`src/rtl/fmac_pktctrl_pkg.sv`:
```
// Shared types and constants for the packet-control FIFO write arbiter.
// Holds the FSM encoding, the post-record gap length and the stats counter width.
package fmac_pktctrl_pkg;

    typedef logic [1:0] arb_state_t;

    localparam arb_state_t ST_IDLE = 2'd0;
    localparam arb_state_t ST_XFER = 2'd1;
    localparam arb_state_t ST_GAP  = 2'd2;

    localparam int GAP_CYC = 2;
    localparam int STAT_W  = 16;

    // Next round-robin start position after granting idx, wrapping at num.
    function automatic logic [2:0] rr_next(input logic [2:0] idx, input int num);
        return (int'(idx) == num - 1) ? 3'd0 : idx + 3'd1;
    endfunction

endpackage

```
`src/rtl/fmac_rr_pick.sv`:
```
// Combinational round-robin picker: first set request at or after rr_ptr, with wrap.
// Produces the winner as both a one-hot vector and an index.
module fmac_rr_pick #(
    parameter int NUM_REQ = 4
) (
    input  logic [NUM_REQ-1:0] req,
    input  logic [2:0]         rr_ptr,
    output logic [NUM_REQ-1:0] pick_oh,
    output logic [2:0]         pick_idx,
    output logic               pick_valid
);

    // Scan from the farthest position back to rr_ptr so the nearest candidate wins.
    always_comb begin
        pick_oh    = '0;
        pick_idx   = 3'd0;
        pick_valid = 1'b0;
        for (int k = NUM_REQ - 1; k >= 0; k--) begin
            for (int i = 0; i < NUM_REQ; i++) begin
                if (i == (int'(rr_ptr) + k) % NUM_REQ && req[i]) begin
                    pick_valid = 1'b1;
                    pick_idx   = 3'(i);
                end
            end
        end
        for (int i = 0; i < NUM_REQ; i++)
            pick_oh[i] = pick_valid && (pick_idx == 3'(i));
    end

endmodule

```
`src/rtl/fmac_pktctrl_wr_arb.sv`:
```
// Round-robin writer of whole fixed-length control records into the shared packet-control FIFO.
// Optional FMAC_PKTCTRL_ARB_STATS_EN adds per-requester record counters and a space-stall counter.
module fmac_pktctrl_wr_arb
    import fmac_pktctrl_pkg::*;
#(
    parameter int NUM_REQ = 4,
    parameter int REC_LEN = 8,
    parameter int DEPTH   = 4096,
    parameter int PTR     = 12
) (
    input  logic                   clk,
    input  logic                   srst,
    input  logic [NUM_REQ-1:0]     req,
    input  logic [8*NUM_REQ-1:0]   req_data,
    output logic [NUM_REQ-1:0]     req_ack,
    output logic [NUM_REQ-1:0]     req_done,
    output logic                   proto_err,
    output logic                   fifo_wrreq,
    output logic [7:0]             fifo_data,
    input  logic                   fifo_wrfull,
    input  logic [PTR:0]           fifo_wrusedw,
    output logic                   busy,
    output logic [2:0]             gnt_id
`ifdef FMAC_PKTCTRL_ARB_STATS_EN
    ,
    output logic [STAT_W*NUM_REQ-1:0] stat_rec_cnt,
    output logic [STAT_W-1:0]         stat_stall_cnt
`endif
);

    localparam int CNT_W = $clog2(REC_LEN);

    arb_state_t           state;
    logic [2:0]           rr_ptr;
    logic [CNT_W-1:0]     byte_cnt;
    logic [NUM_REQ-1:0]   gnt_oh;
    logic                 dropped;
    logic [1:0]           gap_cnt;

    logic [PTR+1:0]       free_space;
    logic                 space_ok;
    logic [NUM_REQ-1:0]   elig;
    logic [NUM_REQ-1:0]   pick_oh;
    logic [2:0]           pick_idx;
    logic                 pick_valid;
    logic                 in_xfer;
    logic                 accept;
    logic                 gnt_live;
    logic                 last_byte;
    logic [7:0]           lane_byte;

    // A record is only started when the whole of it fits, so records never interleave.
    assign free_space = (PTR+2)'(DEPTH) - {1'b0, fifo_wrusedw};
    assign space_ok   = free_space >= (PTR+2)'(REC_LEN);
    assign elig       = req & {NUM_REQ{space_ok & ~fifo_wrfull}};

    fmac_rr_pick #(.NUM_REQ(NUM_REQ)) u_pick (
        .req        (elig),
        .rr_ptr     (rr_ptr),
        .pick_oh    (pick_oh),
        .pick_idx   (pick_idx),
        .pick_valid (pick_valid)
    );

    always_comb begin
        lane_byte = 8'h00;
        for (int i = 0; i < NUM_REQ; i++)
            if (gnt_oh[i]) lane_byte = req_data[i*8 +: 8];
    end

    assign in_xfer   = (state == ST_XFER);
    assign accept    = in_xfer & ~fifo_wrfull;
    assign gnt_live  = |(req & gnt_oh) & ~dropped;
    assign last_byte = (byte_cnt == CNT_W'(REC_LEN - 1));

    // After a dropped request the record is padded with zeros so the FIFO still sees REC_LEN bytes.
    assign fifo_wrreq = accept;
    assign fifo_data  = (in_xfer && gnt_live) ? lane_byte : 8'h00;
    assign req_ack    = (accept && gnt_live) ? gnt_oh : '0;
    assign req_done   = (accept && gnt_live && last_byte) ? gnt_oh : '0;
    assign proto_err  = in_xfer & ~dropped & ~(|(req & gnt_oh));
    assign busy       = (state != ST_IDLE);

    always_ff @(posedge clk) begin
        if (srst) begin
            state    <= ST_IDLE;
            rr_ptr   <= 3'd0;
            byte_cnt <= '0;
            gnt_id   <= 3'd0;
            gnt_oh   <= '0;
            dropped  <= 1'b0;
            gap_cnt  <= 2'd0;
        end else begin
            case (state)
                ST_IDLE: begin
                    if (pick_valid) begin
                        gnt_id   <= pick_idx;
                        gnt_oh   <= pick_oh;
                        byte_cnt <= '0;
                        dropped  <= 1'b0;
                        state    <= ST_XFER;
                    end
                end
                ST_XFER: begin
                    if (proto_err)
                        dropped <= 1'b1;
                    if (accept) begin
                        if (last_byte) begin
                            byte_cnt <= '0;
                            gap_cnt  <= 2'd0;
                            rr_ptr   <= rr_next(gnt_id, NUM_REQ);
                            state    <= ST_GAP;
                        end else begin
                            byte_cnt <= byte_cnt + CNT_W'(1);
                        end
                    end
                end
                ST_GAP: begin
                    // Idle gap lets fifo_wrusedw catch up before the next space check.
                    if (gap_cnt == 2'(GAP_CYC - 1))
                        state <= ST_IDLE;
                    else
                        gap_cnt <= gap_cnt + 2'd1;
                end
                default: state <= ST_IDLE;
            endcase
        end
    end

`ifdef FMAC_PKTCTRL_ARB_STATS_EN
    logic stall_cycle;
    assign stall_cycle = (state == ST_IDLE) && (|req) && !pick_valid;

    // Saturating counters: completed records per requester and space/full stalls.
    always_ff @(posedge clk) begin
        if (srst) begin
            stat_rec_cnt   <= '0;
            stat_stall_cnt <= '0;
        end else begin
            for (int i = 0; i < NUM_REQ; i++)
                if (req_done[i] && stat_rec_cnt[i*STAT_W +: STAT_W] != {STAT_W{1'b1}})
                    stat_rec_cnt[i*STAT_W +: STAT_W] <= stat_rec_cnt[i*STAT_W +: STAT_W] + STAT_W'(1);
            if (stall_cycle && stat_stall_cnt != {STAT_W{1'b1}})
                stat_stall_cnt <= stat_stall_cnt + STAT_W'(1);
        end
    end
`endif

endmodule
```
`config.mk`:
```
export PLATFORM = sky130hd
export DESIGN_NAME = fmac_pktctrl_wr_arb
export DESIGN_NICKNAME = d
export VERILOG_FILES = /design/src/rtl/fmac_pktctrl_pkg.sv /design/src/rtl/fmac_rr_pick.sv /design/src/rtl/fmac_pktctrl_wr_arb.sv
export SDC_FILE = /design/constraint.sdc
export NUM_CORES = 1
export LEC_CHECK = 0
export ABC_AREA = 1
export ABC_CLOCK_PERIOD_IN_PS = 2300
export CAP_MARGIN = 0
export CORE_MARGIN = 2
export CORE_UTILIZATION = 40
export CTS_CLUSTER_DIAMETER = 50
export DETAILED_ROUTE_END_ITERATION = 8
export MAX_ROUTING_LAYER = met4
export PLACE_DENSITY = 0.86
export SLEW_MARGIN = 10
export SYNTH_ARGS = -nofsm -noshare
export SYNTH_HDL_FRONTEND = slang
export SYNTH_SLANG_ARGS = --single-unit
```
`constraint.sdc`:
```
create_clock -name clk -period 2.3 [get_ports clk]
set_clock_uncertainty 0.1 [all_clocks]
set_input_delay 0.46 -clock clk [delete_from_list [all_inputs] [get_ports clk]]
set_output_delay 0.46 -clock clk [all_outputs]
set_load 0.01 [all_outputs]
```
After elaboration in Yosys (flattened, before gate mapping)
Cells that the tools add are included.

Memories: 0. Input bits: 52. Bits in writable memories: 0. Latch bits: 0. Output and inout bits: 22. Memory bits (read-only): 0. Register bits: 16.

Add/sub/neg operators: 7. Shifts and indexed selects: 0. Magnitude comparators: 1. Eq/ne operators: 26. Div/mod/pow operators: 0. Bitwise logic cells: 13. Multiply operators: 0. Multiplexer cells: 55. Reduce and logical (&&, ||, !) cells: 42.

Operators with widths (number): 32-bit logical NOT (4); 2-bit 2-to-1 mux (22); 8-bit 2-to-1 mux (5); 1-bit logical AND (23); 1-bit 2-to-1 mux (19); 3-bit equality test, first input constant (6); 14-bit by 4-bit greater-or-equal comparator with 1-bit output, second input constant (1); 13-bit by 13-bit subtractor with 14-bit output, first input constant (1); 2-bit by 3-bit equality test with 1-bit output, first input constant (3); 3-bit 2-to-1 mux (3); 3-bit AND reduction (3); 4-bit AND (2); 2-bit equality test, second input constant (4); 4-bit 2-to-1 mux (2); 2-bit != test, second input constant (4); 4-bit AND reduction (2); 2-bit by 1-bit adder with 2-bit output, second input constant (3); 2-bit by 1-bit equality test with 1-bit output, second input constant (3); 2-bit one-hot mux with 3 select lines (1); 3-bit one-hot mux with 2 select lines (1); 2-bit nonzero test (3); 2-bit OR reduction (3); 1-bit AND (5); 2-bit adder, second input constant (2); other kinds (13) (19).

Depth between registers and ports, before layout
Depth in word-level cells: 23. Mapped depth: 23.

Cells and area by module
Synthesis repeated with hierarchy kept, for this count alone.

Cell total of the unflattened synthesis: 278. Area, all modules: 1579.0 um^2.

By module, submodules not included: fmac_pktctrl_wr_arb (cells an instance 216, times used 1, sequential area each 360.3 um^2, area each 1276.2 um^2); fmac_rr_pick (cells an instance 62, times used 1, sequential area each 0.0 um^2, area each 302.8 um^2).

Worst setup path after synthesis
No wires, ideal clock.

Path type: flip-flop to output port. From: reg gnt_oh[3]. To: out req_done[0]. Required time: 1740 ps. Stages on the path, launching flop included: 8. Path buffers: 1. Data arrival time: 1501 ps. Path slack: 239 ps. Path through: dfxtp_1 -> clkbuf_1 -> inv_1 -> o22ai_1 -> o21ai_1 -> nor2_1 -> inv_1 -> nor3_1.

Cells in the longest elaborated chain, start to end: 6.

RTL lines: start, declared (line fmac_pktctrl_wr_arb.sv:36) `logic [NUM_REQ-1:0] gnt_oh;`; start signal, assigned (line fmac_pktctrl_wr_arb.sv:98) `gnt_oh <= pick_oh;`; 4-bit AND (line fmac_pktctrl_wr_arb.sv:73) `assign gnt_live = |(req & gnt_oh) & ~dropped;`; 4-bit OR reduction (line fmac_pktctrl_wr_arb.sv:73); 1-bit AND (line fmac_pktctrl_wr_arb.sv:73); 1-bit logical AND (2 in a row) (line fmac_pktctrl_wr_arb.sv:80) `assign req_done = (accept && gnt_live && last_byte) ? gnt_oh : '0;`; 4-bit 2-to-1 mux (line fmac_pktctrl_wr_arb.sv:80); end, declared (line fmac_pktctrl_wr_arb.sv:16) `output logic [NUM_REQ-1:0] req_done,`.

Every way passes these cells.

Worst setup path after layout
From: reg gnt_oh[0]. To: out fifo_data[5].

Cells in the longest elaborated chain, start to end: 5. Elaborated cells on any way between the ends: 9. Classes of those cells: 5 x mux; 2 x bitwise; 2 x reduce/logical.

RTL lines: 8-bit 2-to-1 mux / 4-bit AND (equally long branches) (line fmac_pktctrl_wr_arb.sv:68, fmac_pktctrl_wr_arb.sv:73); 8-bit 2-to-1 mux / 4-bit OR reduction (equally long branches) (line fmac_pktctrl_wr_arb.sv:68, fmac_pktctrl_wr_arb.sv:73); 8-bit 2-to-1 mux / 1-bit AND (equally long branches) (line fmac_pktctrl_wr_arb.sv:68, fmac_pktctrl_wr_arb.sv:73); 8-bit 2-to-1 mux / 1-bit logical AND (equally long branches) (line fmac_pktctrl_wr_arb.sv:68, fmac_pktctrl_wr_arb.sv:78); 8-bit 2-to-1 mux (*) (line fmac_pktctrl_wr_arb.sv:78) `assign fifo_data = (in_xfer && gnt_live) ? lane_byte : 8'h00;`; end, declared (line fmac_pktctrl_wr_arb.sv:19) `output logic [7:0] fifo_data,`.

Mark *: on every way between the ends. The rest lies on a longest branch, timed or not.

==> out/summary.md <==
The number of vias per cell works out to 5.064. The portion of the clock cycle consumed by the worst path in the final layout was 96.44%. Among all flip-flop cells after synthesis, the most frequent one is dfxtp_1. The post-layout utilization of the core was 73.21%; the synthesized area divided by synthesized cell count was 5.782 um^2.

The logs give 0.001405 mm^2 for the cell area after synthesis and 170 ps for the setup slack of the worst register-to-register path. During synthesis, Yosys emitted a total of 0 warnings. The synthesized netlist devotes 38.29% of its cell area to simple gates.

In the synthesized netlist the async set-or-reset flop fraction comes to 0%. Clock tree synthesis inserted a total of 3 buffers. Once detail routing completed, the nets flagged for antenna violations numbered 0. The worst hold path endpoint is gap_cnt[1]$_SDFFE_PP0P_. STA classifies the critical path startpoint as a flop.

The instance count after placement with tap cells included is 384. The endpoint identified for the worst register-to-register timing path is gnt_oh[2]$_SDFFE_PP0P_. The multiplexer fraction of the synthesized cell area works out to 0%. The die is 63.27 um wide.

In this run the worst path has a maximum fanout of 8. The global-route total usage across every layer was 24.91%; the worst reg2reg path depth was 19. Dividing the detail-routed wire length by the instance count gives 13.05 um. The adder-cell share of the synthesized area was 3.562%; the maximum number of buffers from clock root to sink was 2. The run gives 1869 as the number of global-route vias before repair. TritonCTS built the clock tree. The startpoint of the most critical hold path is gap_cnt[1]$_SDFFE_PP0P_. After synthesis, the cell types taking the most area are dfxtp_1 (23%), nor2_1 (14%), nand2_1 (13%). In this run the worst hold path is classified as flop to flop. Hold repair after CTS inserted 0 buffers. The sequential cell area fraction in the yosys report was 22.80%. In the layout the commonest cells are nor2_1 (45), nand2_1 (42), clkdlybuf4s50_1 (36). The iteration-0 DRC count of the detailed router was 123.

The most common cell after layout, fill and taps aside is nor2_1. The detailed-route via count was 1980; the max capacitance violation total was 0. The biggest area contributor in the post-synthesis netlist is dfxtp_1. After technology mapping, the gate count stands at 243. Clock-pin slew was measured on the worst setup and hold paths at 90 ps. The die covers 0.004003 mm^2.

Based on the critical path, the design can be clocked at up to 450.8 MHz. Prior to clock tree synthesis, the placed netlist has a worst setup slack of -557.8 ps. The post-synthesis compound-gate area fraction is 23.86%, and the sum of net half-perimeters after detailed placement is 3843 um. The xor-xnor portion of the synthesized cell area came out at 0%. From bottom edge to top edge, the die measures 63.27 um. The top cell type by area accounts for 22.80% of the synthesized area. Summed over all layers, the routed wires come to 5104 um. The proportion of layout cells with a drive suffix above 1 is 28.70%, and the count of final max-slew check failures is 0. The tools report the number of setup violations in the final report as 0. The run gives 41.78% as the effective utilization at floorplan.

The worst hold path passes through 2 cells. The number of nets in the synthesized netlist was 299. The tools report the non-filler instance count after layout as 391. The worst register-to-register path begins at rr_ptr[1]$_SDFFE_PP0P_.

STA classifies the critical path endpoint as a primary output. The number of H-tree branching levels is 1, and the peak ir drop on the vdd network is 0.0003824 V. The total number of nets in the final design is 403. The first global-routing pass estimated 7872 um of wire. The number of detailed-route iterations in the first pass came out at 4.

The data arrival time at the worst-slack endpoint was 1660 ps; the count of different cell masters after synthesis was 27. After synthesis, the largest family of logic cells by area is simple AND/OR/NAND/NOR gates. The classification of the worst setup path was flop to primary output.

The flow ran to the end, and the final reports show no timing, DRC or antenna violations. Across all setup checks in the final design, the least slack found is 81.90 ps. The flip-flop and latch count after synthesis was 16; the area of the core region was 0.003363 mm^2. The power per standard cell area was 350.1 mW/mm^2; the clock sink count was 16. Summed over all layers, the global routing overflow is 0.

At the end of routability-driven placement, the weighted congestion stood at 0.9255. The number of placed I/O pins was 74. In the routed design, unresolved DRC markers number 0. Clock tree synthesis selected as its root buffer the cell clkbuf_4. The repair_antennas step left the layout with diodes totalling 0. Compared with the post-synthesis result, the final layout area differs by 75.24%. Number of flops mapped to enable cells by yosys: 0. Input and output buffers added on the ports amount to 72. Row generation in the floorplan step produced 21 rows.

The later pin in the worst-skew pair is clocked with a latency of 290 ps. Data on the critical path is required at its endpoint by 1740 ps. After layout, the minimum clock period comes to 2218 ps.

The count of final hold-check violations was 0; the pin count of the biggest net entering global routing was 18. For this design the static power due to leakage is 1.179 nW. The initial antenna violation count was 0.
-- critical path: stages, from the launching register on --
cell,delay (ps)
dfxtp_1,320
inv_1,90
nor2_1,140
buf_4,180
a22oi_1,80
o21ai_0,130
o21ai_0,90
nor2_1,90
clkdlybuf4s15_1,250
-- sequential cells by signal (all words and copies together) (netlist names) --
signal	count
dropped	1
byte_cnt	3
state	2
gap_cnt	2
gnt_id	2
rr_ptr	2
gnt_oh	4
-- synthesized netlist by cell type (3+ instances only) --
library cell and n:
nor2_1 52, nand2_1 49, inv_1 31, o21ai_0 20
a21oi_1 18, dfxtp_1 16, a22oi_1 8, clkbuf_1 5
o21ai_1 5, ha_1 4, nand4_1 4, nor2_2 4
inv_2 3, nand2_2 3, nor2_4 3, nor3_1 3
-- report_power, final --
part	total, mW	internal (mW)	switching, mW
sequential	0.311	0.298	0.0133
combinational	0.407	0.209	0.198
clock	0.143	0.0609	0.0826
-- logic make-up after synthesis --
family                   after synthesis
buffers and inverters                 41
adder cells (fa/ha/maj)                4
AO/OA/AOI/OAI                         58
flip-flops                            16
other                                  1
AND/OR/NAND/NOR                      123
-- through the flow --
stage	setup TNS [ps]	total power [mW]	hold WS [ps]	cell area, um^2
3_5_place_dp	-11440	0.6931	356.1	2379
4_1_cts	0	0.8322	367.6	2384
6_report	0	0.8620	375.4	2462
3_3_place_gp	-10200	0.6836	348.2	2379
2_1_floorplan	0	0.4887	332.7	1405
5_1_grt	-140.1	0.9109	409.5	2462
-- layout make-up --
cell class	count	area (um^2)
Tap cell	46	57.56
Inverter	34	130.1
Fill cell	269	900.9
Clock buffer	3	22.52
Timing Repair Buffer	106	905.9
Sequential cell	16	320.3
Multi-Input combinational cell	186	1026
-- worst max path at each step --
stage,from,slack [ps],to
global route,fifo_wrusedw[0],-30,gnt_oh[0]$_SDFFE_PP0P_
finish,gnt_oh[0]$_SDFFE_PP0P_,80,fifo_data[5]
global placement,req[1],-500,req_done[0]
detailed placement,req[1],-560,req_done[0]
floorplan,gnt_oh[3]$_SDFFE_PP0P_,240,req_done[0]
CTS,req[3],0.9,req_ack[0]
-- routing by layer --
layer | GRT usage [%] | wire (um)
met1 | 28.93 | 2109
met5 | - | 0
met4 | 7.065 | 65
met2 | 45.35 | 2652
met3 | 2.679 | 276
-- timing repair --
| item | 4_1_cts | 5_1_grt |
|---|---|---|
| pin swaps | 23 | 36 |
| setup buffers | 1 | 3 |
| setup endpoints to repair | 27 | 26 |
| resized for setup | 82 | 42 |
(Power assumes the default switching activity.)
